**src/rtl/booth_mult_8bit.sv**
```systemverilog
// Sequential signed 8x8 radix-2 Booth multiplier, one Booth step per clock.
// The add/subtract path reuses the ripple adder_8bit plus a fulladder for bit 8.

module fulladder (
  input  logic a,
  input  logic b,
  input  logic cin,
  output logic s,
  output logic cout
);
  assign s    = a ^ b ^ cin;
  assign cout = (a & b) | (cin & (a ^ b));
endmodule

module adder_8bit (
  input  logic [7:0] a,
  input  logic [7:0] b,
  input  logic       cin,
  output logic [7:0] sum,
  output logic       cout
);
  logic [8:0] c;

  assign c[0] = cin;

  for (genvar i = 0; i < 8; i++) begin : g_bit
    fulladder u_fa (
      .a    (a[i]),
      .b    (b[i]),
      .cin  (c[i]),
      .s    (sum[i]),
      .cout (c[i+1])
    );
  end

  assign cout = c[8];
endmodule

// state | meaning
// IDLE  | waiting for start
// CALC  | one Booth iteration per cycle, 8 in total
// DONE  | product valid, one-cycle done pulse; start here relaunches
module booth_mult_8bit (
  input  logic        clk,
  input  logic        rst,
  input  logic        start,
  input  logic [7:0]  a,
  input  logic [7:0]  b,
  output logic        busy,
  output logic        done,
  output logic [15:0] product
);
  typedef enum logic [1:0] {IDLE, CALC, DONE} state_t;

  state_t      state_q, state_d;
  logic [8:0]  m;
  logic [8:0]  acc;
  logic [7:0]  q;
  logic        q_1;
  logic [3:0]  cnt;

  logic        sub, addsub;
  logic [7:0]  sum_lo;
  logic        carry_lo, sum_hi, carry_unused;
  logic [8:0]  s;
  logic [8:0]  acc_next;
  logic [7:0]  q_next;
  logic        load, last;

  assign addsub = q[0] ^ q_1;
  assign sub    = q[0] & ~q_1;

  adder_8bit u_add (
    .a    (acc[7:0]),
    .b    (m[7:0] ^ {8{sub}}),
    .cin  (sub),
    .sum  (sum_lo),
    .cout (carry_lo)
  );

  // bit 8 keeps the -128 subtraction from overflowing; its carry is dropped
  fulladder u_fa8 (
    .a    (acc[8]),
    .b    (m[8] ^ sub),
    .cin  (carry_lo),
    .s    (sum_hi),
    .cout (carry_unused)
  );

  assign s        = addsub ? {sum_hi, sum_lo} : acc;
  assign acc_next = {s[8], s[8:1]};
  assign q_next   = {s[0], q[7:1]};

  assign load = start && (state_q == IDLE || state_q == DONE);
  assign last = (state_q == CALC) && (cnt == 4'd7);

  always_ff @(posedge clk) begin
    if (rst) state_q <= IDLE;
    else     state_q <= state_d;
  end

  always_comb begin
    state_d = state_q;
    busy    = 1'b0;
    done    = 1'b0;
    case (state_q)
      IDLE: if (start) state_d = CALC;
      CALC: begin
        busy = 1'b1;
        if (cnt == 4'd7) state_d = DONE;
      end
      DONE: begin
        done    = 1'b1;
        state_d = start ? CALC : IDLE;
      end
      default: state_d = IDLE;
    endcase
  end

  always_ff @(posedge clk) begin
    if (rst) begin
      m       <= '0;
      acc     <= '0;
      q       <= '0;
      q_1     <= 1'b0;
      cnt     <= '0;
      product <= '0;
    end else if (load) begin
      m   <= {a[7], a};
      acc <= '0;
      q   <= b;
      q_1 <= 1'b0;
      cnt <= '0;
    end else if (state_q == CALC) begin
      acc <= acc_next;
      q   <= q_next;
      q_1 <= q[0];
      cnt <= cnt + 4'd1;
      if (last) product <= {acc_next[7:0], q_next};
    end
  end
endmodule
```
**config.mk**
```make
export PLATFORM = sky130hd
export DESIGN_NAME = booth_mult_8bit
export DESIGN_NICKNAME = d
export VERILOG_FILES = /design/src/rtl/booth_mult_8bit.sv
export SDC_FILE = /design/constraint.sdc
export NUM_CORES = 1
export LEC_CHECK = 0
export CORE_MARGIN = 2
export CORE_UTILIZATION = 35
export CTS_BUF_LIST = sky130_fd_sc_hd__clkbuf_2 sky130_fd_sc_hd__clkbuf_4 sky130_fd_sc_hd__clkbuf_8
export DETAILED_ROUTE_END_ITERATION = 16
export GPL_TIMING_DRIVEN = 0
export PLACE_DENSITY_LB_ADDON = 0.2
export SLEW_MARGIN = 10
export SYNTH_ARGS = -nofsm -noshare
export SYNTH_HDL_FRONTEND = slang
export SYNTH_SLANG_ARGS = --single-unit
```
**constraint.sdc**
```tcl
create_clock -name clk -period 8.3 [get_ports clk]
set_input_delay 0.83 -clock clk [delete_from_list [all_inputs] [get_ports clk]]
set_output_delay 0.83 -clock clk [all_outputs]
set_load 0.02 [all_outputs]
```
==> results.tsv, run 1 <==
stage	metric	value	unit
worst_setup_path	slowest stage delay, CP	0.50	ns
detailed_routing	via-per-instance ratio	5.06	
timing	Max Fclk	245	MHz
timing	Rel. slew slack	63.0	%
pwr	Clock power frac	32.0	%
synthesis	Distinct cells, synth	30	
clocking	H-Tree Depth	2	
pwr	Pwr Density	171	nW/um^2
die	Ports	37	
global_routing	Tot GR Track Use	15.7	%
cells_and_area	most frequent cells in the layout	dfxtp_1 (47), a21oi_1 (35), clkdlybuf4s50_1 (35)	
detailed_routing	DRC violations left	0	
worst_hold_path	Hold Crit Class	reg -> reg	
worst_setup_path	CP Launch Type	flip-flop	
timing	Hold Slack	0.461	ns
timing	Fin Setup TNS	0	ns
detailed_routing	TritonRoute pass-1 iters	6	
clocking	# resized after CTS	0	
cells_and_area	Antenna Cells	0	
die	CORE AREA	6240	um^2
cells_and_area	layout cells sized above 1	9.03	%
worst_setup_path	CP Capture Type	flip-flop	
global_routing	vias in the first global route	1743	
pwr	sequential power share	50.7	%
outcome	status	finished, final reports clean	
die	Die X-Extent	83.8	um
clocking	Sink Count	47	
timing	worst-margin pin slew	0.554	ns
detailed_routing	final wirelength	5290	um
detailed_routing	Iter 0 DRT Violations	111	
global_routing	first-pass GRT wire length	8760	um
global_routing	initial antenna violation count	0	
worst_setup_path	CP cell instances	inv_1 -> ha_1 -> buf_2 -> xnor2_1 -> fa_1 -> fa_1 -> fa_1 -> fa_1 -> inv_1 -> fa_1 -> inv_1 -> fa_1 -> fa_1 -> nand2b_1 -> nand4_1 -> a21oi_1	
worst_setup_path	CP most frequent cell	fa_1	
cells_and_area	commonest non-fill, non-tap cell in the layout	dfxtp_1	
worst_setup_path	CP Buf/Inv Count	4	
pwr	sw power	0.000137	W
die	starting density of the core	35.7	%
place	IO buf count	35	
clocking	worst-skew pair later-pin latency	0.31	ns
pwr	Leak	0.962	nW
worst_setup_path	Worst Path Required	8.49	ns
synthesis	syn nets	285	
detailed_routing	via count of the routed design	1901	
die	Die Footprint	7020	um^2
timing	Final Max Tran Viols	0	
cells_and_area	synth-to-layout area growth	24.5	%
global_routing	global route overflow	0	
die	Die Y	83.8	um
synthesis	mean area per synthesized cell	8.70	um^2
cells_and_area	Layout fillers	633	
place	RePlAce Congestion	0.770	
clocking	hold_buf cts	0	
worst_setup_path	Crit Path Max Fanout	8	
timing	final critical-path share of the clock period	49.1	%
pwr	Comb power frac	17.3	%
pwr	internal cell power	0.000339	W
detailed_routing	DR WL/cell	14.1	um
clocking	Worst-path clk slew	0.10	ns
worst_setup_path	Slowest-stage cell, CP	fa_1	
synthesis	synthesis warning total	0	
global_routing	pin count of the biggest net entering global routing	16	
clocking	total CTS buffers	5	
pwr	Peak VDD IR	0.0723	mV
clocking	CTS tree	built	
timing	RSZ-0062 raised after global routing	false	
timing	Final setup viols	0	
synthesis	Syn Inst Count	256	
run	Max Cap Viol	0	
synthesis	FF+latch count, synth	47	
place	hpwl dp	3930	um
synthesis	Post-Syn Area	2230	um^2
detailed_routing	ANT nets after route	0	
pwr	switching part of the total	28.8	%
cells_and_area	Final #Nets	327	
clocking	clk root buf	clkbuf_8	
clocking	clock buffer depth	2	
worst_setup_path	WP data arrival	4.27	ns
synthesis	Seq/Total Area, Yosys	42.2	%
worst_setup_path	Setup CP Type	reg -> reg	
die	Row Count	29	
worst_setup_path	Crit path max-delay family	adder cells	
clocking	post-CTS setup buffers	0	
timing	Tmin final	4.08	ns
timing	clock skew	0.00839	ns
timing	final number of hold-violating endpoints	0	
per-layer routing:
layer	track usage, %	vias to the layer above	share of wire, %
met5	0	-	0
met4	5.13	0	1.5
met3	3.36	7	5.1
met2	22.3	50	44
met1	23.7	891	50
li1	-	953	-
cell usage after synthesis:
| cell type | n | share of area, % |
|---|---|---|
| fa_1 | 8 | 7.2 |
| and3b_1 | 2 | 0.79 |
| xor2_1 | 3 | 1.2 |
| nor2b_1 | 1 | 0.28 |
| or2b_1 | 1 | 0.34 |
| nor3_1 | 15 | 3.4 |
| a211oi_1 | 6 | 2.0 |
| nor2_1 | 5 | 0.84 |
| a21oi_1 | 35 | 7.9 |
| or3_1 | 1 | 0.28 |
| and2b_1 | 2 | 0.67 |
| inv_1 | 10 | 1.7 |
| buf_6 | 3 | 1.5 |
| o21ai_0 | 14 | 3.1 |
| nand3b_1 | 3 | 1.0 |
| nand3_1 | 14 | 3.1 |
| buf_4 | 6 | 2.0 |
| buf_2 | 7 | 1.6 |
| xnor2_1 | 7 | 2.8 |
| mux2i_1 | 3 | 1.3 |
| ha_1 | 2 | 1.1 |
| o21ai_1 | 1 | 0.22 |
| nand4_1 | 6 | 1.7 |
| nand2b_1 | 14 | 3.9 |
| nand2_1 | 26 | 4.4 |
| clkbuf_1 | 4 | 0.67 |
| inv_4 | 1 | 0.28 |
| clkbuf_2 | 2 | 0.45 |
| dfxtp_1 | 47 | 42 |
| o22ai_1 | 7 | 2.0 |
cell families (layout without fill, tap and decap cells):
logic type	Yosys count	after routing	share of synthesized area, %
mux	3	3	1.35
compound gates	63	63	15.2
flops	47	47	42.2
simple gates	90	90	20.7
xor+xnor	10	10	3.93
buf+inv	33	76	8.20
fa+ha+maj	10	10	8.31
registers in the layout (all words and copies together) (netlist names):
name	cells
acc	8
cnt	4
m	8
product	16
q	8
q_1	1
state_q	2
worst register-to-register path, delay by kind of cell, from the launching register on:
family / cells / cell delay, ns
adder cells (fa/ha/maj): 8 / 2.84
buffers and inverters: 4 / 0.35
flip-flops: 1 / 0.34
XOR/XNOR: 1 / 0.19
AND/OR/NAND/NOR: 2 / 0.19
AO/OA/AOI/OAI: 1 / 0.07
power groups by stage:
| stage | sequential (W) | combinational [W] | clock (W) |
|---|---|---|---|
| 2_1_floorplan | 0.000244 | 0.0000585 | 0 |
| 3_3_place_gp | 0.000246 | 0.0000815 | 0 |
| 3_5_place_dp | 0.000246 | 0.0000827 | 0 |
| 4_1_cts | 0.000241 | 0.0000829 | 0.000155 |
| 5_1_grt | 0.000243 | 0.0000926 | 0.000166 |
| 6_report | 0.000241 | 0.0000821 | 0.000152 |
final timing paths:
path | startpoint | to | slack, ns | cells past startpoint
min reg2reg | q_1$_SDFFE_PP0P_ | q_1$_SDFFE_PP0P_ | 0.46 | 2
min | q_1$_SDFFE_PP0P_ | q_1$_SDFFE_PP0P_ | 0.46 | 2
max reg2reg | q_1$_SDFFE_PP0P_ | product[14]$_SDFFE_PP0P_ | 4.22 | 16
max | q_1$_SDFFE_PP0P_ | product[14]$_SDFFE_PP0P_ | 4.22 | 16
stage by stage:
stage | total power, W | setup WS (ns) | instance area [um^2] | std cells | util [%]
floorplan | 0.000303 | 4.49 | 2230 | 256 | -
global placement | 0.000328 | 4.25 | 2670 | 368 | 42.8
detailed placement | 0.000329 | 4.20 | 2670 | 368 | 42.8
CTS | 0.000479 | 4.21 | 2770 | 376 | 44.4
global route | 0.000501 | 4.06 | 2770 | 376 | 44.4
finish | 0.000475 | 4.22 | 2770 | 376 | 44.4
area by class of cell:
class	count	area [um^2]	share of cell area, %
inverters	11	43.8	1.58
clock inverters	2	16.3	0.587
flip-flops and latches	47	941	33.9
plain buffers	22	139	5.01
clock buffers	6	82.6	2.98
well taps	77	96.3	3.47
multi-input cells	176	1100	39.8
repair buffers	35	350	12.6
No activity file was read; power rests on OpenSTA's default activity.
==> inputs of run 2 (changes only) <==
clock period = 4.2 ns   (was 8.3 ns; I/O delays follow)
==> run 2 against run 1 <==
  * Critical path depth did not move
  * Worst hold slack about the same
  * Utilization grew 0.080 points
  * Combinational power grew 99%
  * Wire length up 0.42%
  * Sequential power up 98%
  * First-iteration DRC count decreased by 4.5%
==> results.tsv, run 2 (synthesis results as in run 1) <==
stage	metric	value	unit	change
timing	Max Fclk	249	MHz	+1.6%
cells_and_area	commonest non-fill, non-tap cell in the layout	dfxtp_1		
worst_setup_path	CP Launch Type	flip-flop		
pwr	Pwr Density	339	nW/um^2	+98%
clocking	CTS tree	built		
place	IO buf count	35		unchanged
clocking	post-CTS setup buffers	0		unchanged
clocking	Sink Count	47		unchanged
worst_setup_path	WP data arrival	4.20	ns	-0.07 ns
worst_setup_path	Reg-to-Reg End	product[14]$_SDFFE_PP0P_		
run	Max Cap Viol	0		unchanged
timing	final critical-path share of the clock period	95.6	%	+46 points
outcome	status	finished, final reports clean		
clocking	worst-skew pair later-pin latency	0.31	ns	about the same
worst_hold_path	Hold Crit Endpoint	q_1$_SDFFE_PP0P_		
pwr	sw power	0.000272	W	+99%
worst_setup_path	flop2flop setup slack	0.19	ns	-4.04 ns
clocking	total CTS buffers	5		unchanged
detailed_routing	ANT nets after route	0		unchanged
pwr	internal cell power	0.000670	W	+98%
worst_hold_path	Hold Crit Class	reg -> reg		
clocking	clk root buf	clkbuf_8		
global_routing	initial antenna violation count	0		unchanged
worst_setup_path	Setup CP Type	reg -> reg		
detailed_routing	TritonRoute pass-1 iters	5		-1
worst_setup_path	CP Buf/Inv Count	4		unchanged
cells_and_area	number of flip-flops in the largest register	16		unchanged
die	starting density of the core	35.7	%	unchanged
place	RePlAce Congestion	0.770		unchanged
place	Setup WS pre-CTS	0.0973	ns	-4.10 ns
cells_and_area	most frequent cells in the layout	dfxtp_1 (47), a21oi_1 (35), clkdlybuf4s50_1 (35)		
timing	Final setup viols	0		unchanged
die	Die Y	83.8	um	unchanged
cells_and_area	final instance area	2780	um^2	+0.18%
worst_setup_path	Crit Path Max Fanout	8		unchanged
clocking	clock buffer depth	2		unchanged
worst_setup_path	Crit. Startpoint	q_1$_SDFFE_PP0P_		
detailed_routing	DR WL/cell	14.1	um	+0.42%
worst_setup_path	CP cell instances	inv_1 -> ha_1 -> clkbuf_4 -> xnor2_1 -> fa_2 -> fa_1 -> fa_1 -> fa_1 -> inv_1 -> fa_1 -> inv_1 -> fa_1 -> fa_1 -> nand2b_1 -> nand4_1 -> a21oi_1		
die	Die X-Extent	83.8	um	unchanged
global_routing	global route overflow	0		unchanged
clocking	Worst-path clk slew	0.10	ns	about the same
worst_setup_path	Slowest-stage cell, CP	fa_1		
pwr	Comb power frac	17.3	%	about the same
worst_setup_path	Crit path max-delay family	adder cells		
timing	final number of hold-violating endpoints	0		unchanged
global_routing	first-pass GRT wire length	8760	um	unchanged
worst_setup_path	CP Capture Type	flip-flop		
detailed_routing	DRC violations left	0		unchanged
pwr	Clock power frac	32.1	%	about the same
cells_and_area	synth-to-layout area growth	24.7	%	
worst_setup_path	depth of the most critical reg-to-reg path	16		unchanged
pwr	switching part of the total	28.9	%	+0.12 points
cells_and_area	Biggest register	product		
worst_setup_path	Critical R2R Launch	q_1$_SDFFE_PP0P_		
cells_and_area	layout cells sized above 1	9.36	%	+0.33 points
pwr	sequential power share	50.6	%	about the same
timing	Fin Setup TNS	0	ns	unchanged
worst_setup_path	CP most frequent cell	fa_1		
pwr	Peak VDD IR	0.144	mV	+100%
worst_hold_path	hold depth	2		unchanged
timing	setup ws final	0.186	ns	-4.04 ns
timing	clock skew	0.00927	ns	+0.000877 ns
detailed_routing	final wirelength	5310	um	+0.42%
timing	Rel. slew slack	62.1	%	-0.96 points
worst_hold_path	hold path start	q_1$_SDFFE_PP0P_		
detailed_routing	Iter 0 DRT Violations	106		-4.5%
cells_and_area	Antenna Cells	0		unchanged
die	Die Footprint	7020	um^2	unchanged
clocking	H-Tree Depth	2		unchanged
place	Placement Cell Area	2670	um^2	unchanged
die	Row Count	29		unchanged
place	hpwl dp	3930	um	unchanged
detailed_routing	via-per-instance ratio	5.07		+0.26%
cells_and_area	fin cells	376		unchanged
timing	worst-margin pin slew	0.569	ns	+0.0143 ns
pwr	Leak	0.962	nW	about the same
timing	Tmin final	4.01	ns	-0.0648 ns
worst_setup_path	slowest stage delay, CP	0.50	ns	about the same
die	CORE AREA	6240	um^2	unchanged
die	Ports	37		unchanged
timing	Final Max Tran Viols	0		unchanged
global_routing	Tot GR Track Use	15.7	%	unchanged
timing	RSZ-0062 raised after global routing	false		
cells_and_area	Final #Nets	327		unchanged
detailed_routing	via count of the routed design	1906		+0.26%
place	Cells after DPL	368		unchanged
worst_setup_path	Worst Path Required	4.39	ns	-4.10 ns
global_routing	pin count of the biggest net entering global routing	16		unchanged
global_routing	vias in the first global route	1743		unchanged
## run 2: changes by cell type in the layout (fill, tap and decap cells not counted)
cell | before | now
clkbuf_4 | 0 | 1
fa_2 | 0 | 1
fa_1 | 8 | 7
buf_2 | 7 | 6
## run 2: how the worst max path moves through the flow
stage	endpoint	slack, ns	cells after the start
2_1_floorplan	product[14]$_SDFFE_PP0P_	0.39	16
6_report	product[14]$_SDFFE_PP0P_	0.19	16
5_1_grt	product[14]$_SDFFE_PP0P_	0.04	16
4_1_cts	product[14]$_SDFFE_PP0P_	0.11	16
3_5_place_dp	product[14]$_SDFFE_PP0P_	0.1	15
3_3_place_gp	product[14]$_SDFFE_PP0P_	0.15	16
## run 2: metrics by stage
stage | utilization (%) | power (W) | hold slack (ns)
after detailed placement | 42.8 | 0.000650 | 0.447
after global placement | 42.8 | 0.000648 | 0.443
final | 44.5 | 0.000942 | 0.461
after floorplan | - | 0.000598 | 0.436
after CTS | 44.4 | 0.000946 | 0.460
after global routing | 44.5 | 0.000991 | 0.474
## run 2: routing by layer
metal | track usage [%] | wire, um | vias up | share of wire, %
li1 | - | - | 955 | -
met1 | 23.7 | 2640 | 896 | 50
met2 | 22.3 | 2330 | 48 | 44
met3 | 3.36 | 260 | 7 | 4.9
met4 | 5.13 | 80 | 0 | 1.5
met5 | 0 | 0 | - | 0
## run 2: power by group through the flow
| stage | logic [W] | registers [W] | clock network [W] |
|---|---|---|---|
| finish | 0.000163 | 0.000477 | 0.000302 |
| global route | 0.000184 | 0.000479 | 0.000328 |
| CTS | 0.000164 | 0.000476 | 0.000306 |
| detailed placement | 0.000163 | 0.000487 | 0 |
| global placement | 0.000161 | 0.000487 | 0 |
| floorplan | 0.000116 | 0.000483 | 0 |
## run 2: worst reg2reg max path, delay by kind of cell, from the launching register on
kind,cells,cell delay [ns]
adder cells (fa/ha/maj),8,2.77
buffers and inverters,4,0.35
flip-flops,1,0.34
XOR/XNOR,1,0.19
AND/OR/NAND/NOR,2,0.19
AO/OA/AOI/OAI,1,0.07
## run 2: what timing repair did
| action | 4_1_cts | 5_1_grt |
|---|---|---|
| endpoints found under the hold margin | 0 | 0 |
| setup endpoints to repair | 0 | 1 |
| resized for setup | 0 | 2 |
| hold buffers | 0 | 0 |
## run 2: area by class of cell
| type | instances | area [um^2] |
|---|---|---|
| fillers | 635 | 3460 |
| multi-input cells | 176 | 1110 |
| flip-flops and latches | 47 | 941 |
| well taps | 77 | 96.3 |
| inverters | 11 | 43.8 |
| repair buffers | 35 | 350 |
| plain buffers | 22 | 141 |
| clock inverters | 2 | 16.3 |
| clock buffers | 6 | 82.6 |
==> inputs of run 3 (changes only) <==
CORE_ASPECT_RATIO = 1.75   (was unset)
CORE_MARGIN = unset   (was 2)
==> run 3 against run 2 <==
  * Critical path depth is 1 lower
  * Utilization is 0.33 points higher
  * Maximum frequency increased by 1.4%
  * Cell area is 0.23% lower
  * Count of clock-buffer cells in the layout decreased by 1
  * Critical endpoint unchanged
  * Largest cell class unchanged
==> results.tsv, run 3 (synthesis results as in run 1) <==
stage	metric	value	unit	change
cells_and_area	Final #Nets	327		unchanged
worst_hold_path	Hold Crit Class	reg -> reg		
worst_setup_path	Crit Path Max Fanout	8		unchanged
pwr	sw power	0.000270	W	-0.83%
die	Ports	37		unchanged
global_routing	initial antenna violation count	0		unchanged
detailed_routing	DR WL/cell	14.7	um	+4.0%
timing	Max Fclk	253	MHz	+1.4%
timing	Final Max Tran Viols	0		unchanged
worst_setup_path	slowest stage delay, CP	0.45	ns	-0.05 ns
cells_and_area	synth-to-layout area growth	24.4	%	
cells_and_area	area used by multi-input combinational logic	1110	um^2	unchanged
cells_and_area	most frequent cells in the layout	dfxtp_1 (47), a21oi_1 (35), clkdlybuf4s50_1 (35)		
cells_and_area	Reg area	941	um^2	unchanged
timing	RSZ-0062 raised after global routing	false		
run	Max Cap Viol	0		unchanged
timing	worst-margin pin slew	0.532	ns	-0.0365 ns
clocking	clk root buf	clkbuf_8		
global_routing	first-pass GRT wire length	9460	um	+8.0%
detailed_routing	Iter 0 DRT Violations	73		-31%
clocking	Sink Count	47		unchanged
worst_setup_path	Reg-to-Reg End	product[14]$_SDFFE_PP0P_		
global_routing	Tot GR Track Use	18.8	%	+3.1 points
pwr	Peak VDD IR	0.215	mV	+49%
timing	Fin Setup TNS	0	ns	unchanged
clocking	H-Tree Depth	2		unchanged
worst_setup_path	CP most frequent cell	fa_1		
worst_setup_path	CP Buf/Inv Count	3		-1
pwr	Comb power frac	17.7	%	+0.4 points
place	hpwl dp	4240	um	+8.1%
worst_setup_path	flop2flop setup slack	0.24	ns	+0.05 ns
timing	Tmin final	3.96	ns	-0.0547 ns
clocking	hold_buf cts	0		unchanged
detailed_routing	final wirelength	5570	um	+4.9%
worst_setup_path	CP cell instances	ha_1 -> buf_4 -> xnor2_1 -> fa_1 -> fa_1 -> fa_1 -> fa_1 -> inv_1 -> fa_1 -> inv_1 -> fa_2 -> fa_1 -> nand2b_1 -> nand4_1 -> a21oi_1		
die	Die X-Extent	62.3	um	-26%
clocking	post-CTS setup buffers	0		unchanged
pwr	internal cell power	0.000651	W	-2.8%
die	Die Y	108	um	+28%
clocking	Worst-path clk slew	0.10	ns	about the same
global_routing	vias in the first global route	1912		+9.7%
pwr	Clock power frac	30.4	%	-1.7 points
outcome	status	finished, final reports clean		
timing	final number of hold-violating endpoints	0		unchanged
worst_setup_path	Crit. Startpoint	q[0]$_SDFFE_PP0P_		
cells_and_area	layout cells sized above 1	9.36	%	unchanged
detailed_routing	DRC violations left	0		unchanged
timing	Rel. slew slack	64.5	%	+2.4 points
worst_hold_path	Hold Crit Endpoint	q_1$_SDFFE_PP0P_		
worst_setup_path	Setup CP Type	reg -> reg		
worst_setup_path	Critical R2R Launch	q[0]$_SDFFE_PP0P_		
detailed_routing	TritonRoute pass-1 iters	4		-1
cells_and_area	Layout fillers	666		+4.9%
clocking	CTS tree	built		
timing	clock skew	0.00930	ns	+0.0000324 ns
worst_setup_path	Worst Path Required	4.45	ns	+0.06 ns
place	RePlAce Congestion	0.805		+4.6%
pwr	Leak	0.955	nW	-0.68%
detailed_routing	via count of the routed design	1876		-1.6%
clocking	worst-skew pair later-pin latency	0.31	ns	about the same
cells_and_area	Biggest register	product		
cells_and_area	number of flip-flops in the largest register	16		unchanged
timing	Final setup viols	0		unchanged
worst_setup_path	Slowest-stage cell, CP	fa_1		
worst_setup_path	WP data arrival	4.21	ns	about the same
die	Die Footprint	6700	um^2	-4.5%
timing	Hold Slack	0.469	ns	+0.00766 ns
pwr	switching part of the total	29.3	%	+0.42 points
cells_and_area	fin util	44.8	%	+0.33 points
die	Row Count	38		+31%
detailed_routing	ANT nets after route	0		unchanged
global_routing	pin count of the biggest net entering global routing	16		unchanged
die	CORE AREA	6180	um^2	-0.96%
worst_setup_path	depth of the most critical reg-to-reg path	15		-1
pwr	sequential power share	51.9	%	+1.3 points
place	Setup WS pre-CTS	0.0677	ns	-0.0296 ns
worst_hold_path	hold depth	2		unchanged
worst_setup_path	Crit path max-delay family	adder cells		
worst_setup_path	CP Launch Type	flip-flop		
clocking	total CTS buffers	5		unchanged
cells_and_area	commonest non-fill, non-tap cell in the layout	dfxtp_1		
pwr	Pwr Density	332	nW/um^2	-2.0%
clocking	clock buffer depth	2		unchanged
timing	final critical-path share of the clock period	94.3	%	-1.3 points
global_routing	global route overflow	0		unchanged
worst_setup_path	CP Capture Type	flip-flop		
detailed_routing	via-per-instance ratio	4.95		-2.4%
worst_hold_path	hold path start	q_1$_SDFFE_PP0P_		
timing	setup ws final	0.241	ns	+0.0547 ns
die	starting density of the core	36.0	%	+0.35 points
cells_and_area	Antenna Cells	0		unchanged
place	IO buf count	35		unchanged
==> run 3: worst max path at each step <==
stage,end,slack [ns],cells after the start
after floorplan,product[14]$_SDFFE_PP0P_,0.39,16
after global placement,product[14]$_SDFFE_PP0P_,0.13,15
after detailed placement,product[14]$_SDFFE_PP0P_,0.07,15
after CTS,product[14]$_SDFFE_PP0P_,0.06,15
after global routing,product[14]$_SDFFE_PP0P_,0.008,16
final,product[14]$_SDFFE_PP0P_,0.24,15
==> run 3: layout make-up <==
class / count / area share, %
Buffer: 22 / 5.10
Clock buffer: 5 / 2.48
Clock inverter: 3 / 0.722
Inverter: 11 / 1.58
Multi-Input combinational cell: 176 / 39.9
Sequential cell: 47 / 34.0
Tap cell: 80 / 3.61
Timing Repair Buffer: 35 / 12.6
==> run 3: repair_timing <==
| item | 4_1_cts | 5_1_grt |
|---|---|---|
| gates resized for setup | 0 | 3 |
| setup endpoints to repair | 0 | 2 |
| hold endpoints to repair | 0 | 0 |
==> run 3: per-stage QoR <==
step / cell area (um^2) / std cells / total power, W
floorplan: 2230 / 256 / 0.000598
detailed placement: 2680 / 371 / 0.000652
CTS: 2770 / 379 / 0.000928
global route: 2770 / 379 / 0.000969
finish: 2770 / 379 / 0.000921
global placement: 2680 / 371 / 0.000649
==> run 3: metal layers <==
metal / vias to the layer above / part of all wire (%) / GRT usage (%)
met4: 0 / 2.0 / 7.31
met5: - / 0 / 0
li1: 949 / - / -
met1: 883 / 38 / 19.1
met3: 7 / 3.0 / 3.71
met2: 37 / 57 / 36.9
==> run 3: power by group through the flow <==
stage / registers [W] / logic [W] / clock network, W
5_1_grt: 0.000480 / 0.000186 / 0.000303
4_1_cts: 0.000478 / 0.000164 / 0.000286
2_1_floorplan: 0.000483 / 0.000116 / 0
3_3_place_gp: 0.000488 / 0.000161 / 0
6_report: 0.000478 / 0.000163 / 0.000280
3_5_place_dp: 0.000488 / 0.000164 / 0
==> run 3: worst reg2reg max path: stages (launching register included) <==
cell and delay [ns]:
dfxtp_1 0.35, ha_1 0.21, buf_4 0.18, xnor2_1 0.15, fa_1 0.41, fa_1 0.39, fa_1 0.40, fa_1 0.37
inv_1 0.08, fa_1 0.16, inv_1 0.05, fa_2 0.36, fa_1 0.45, nand2b_1 0.10, nand4_1 0.12, a21oi_1 0.14
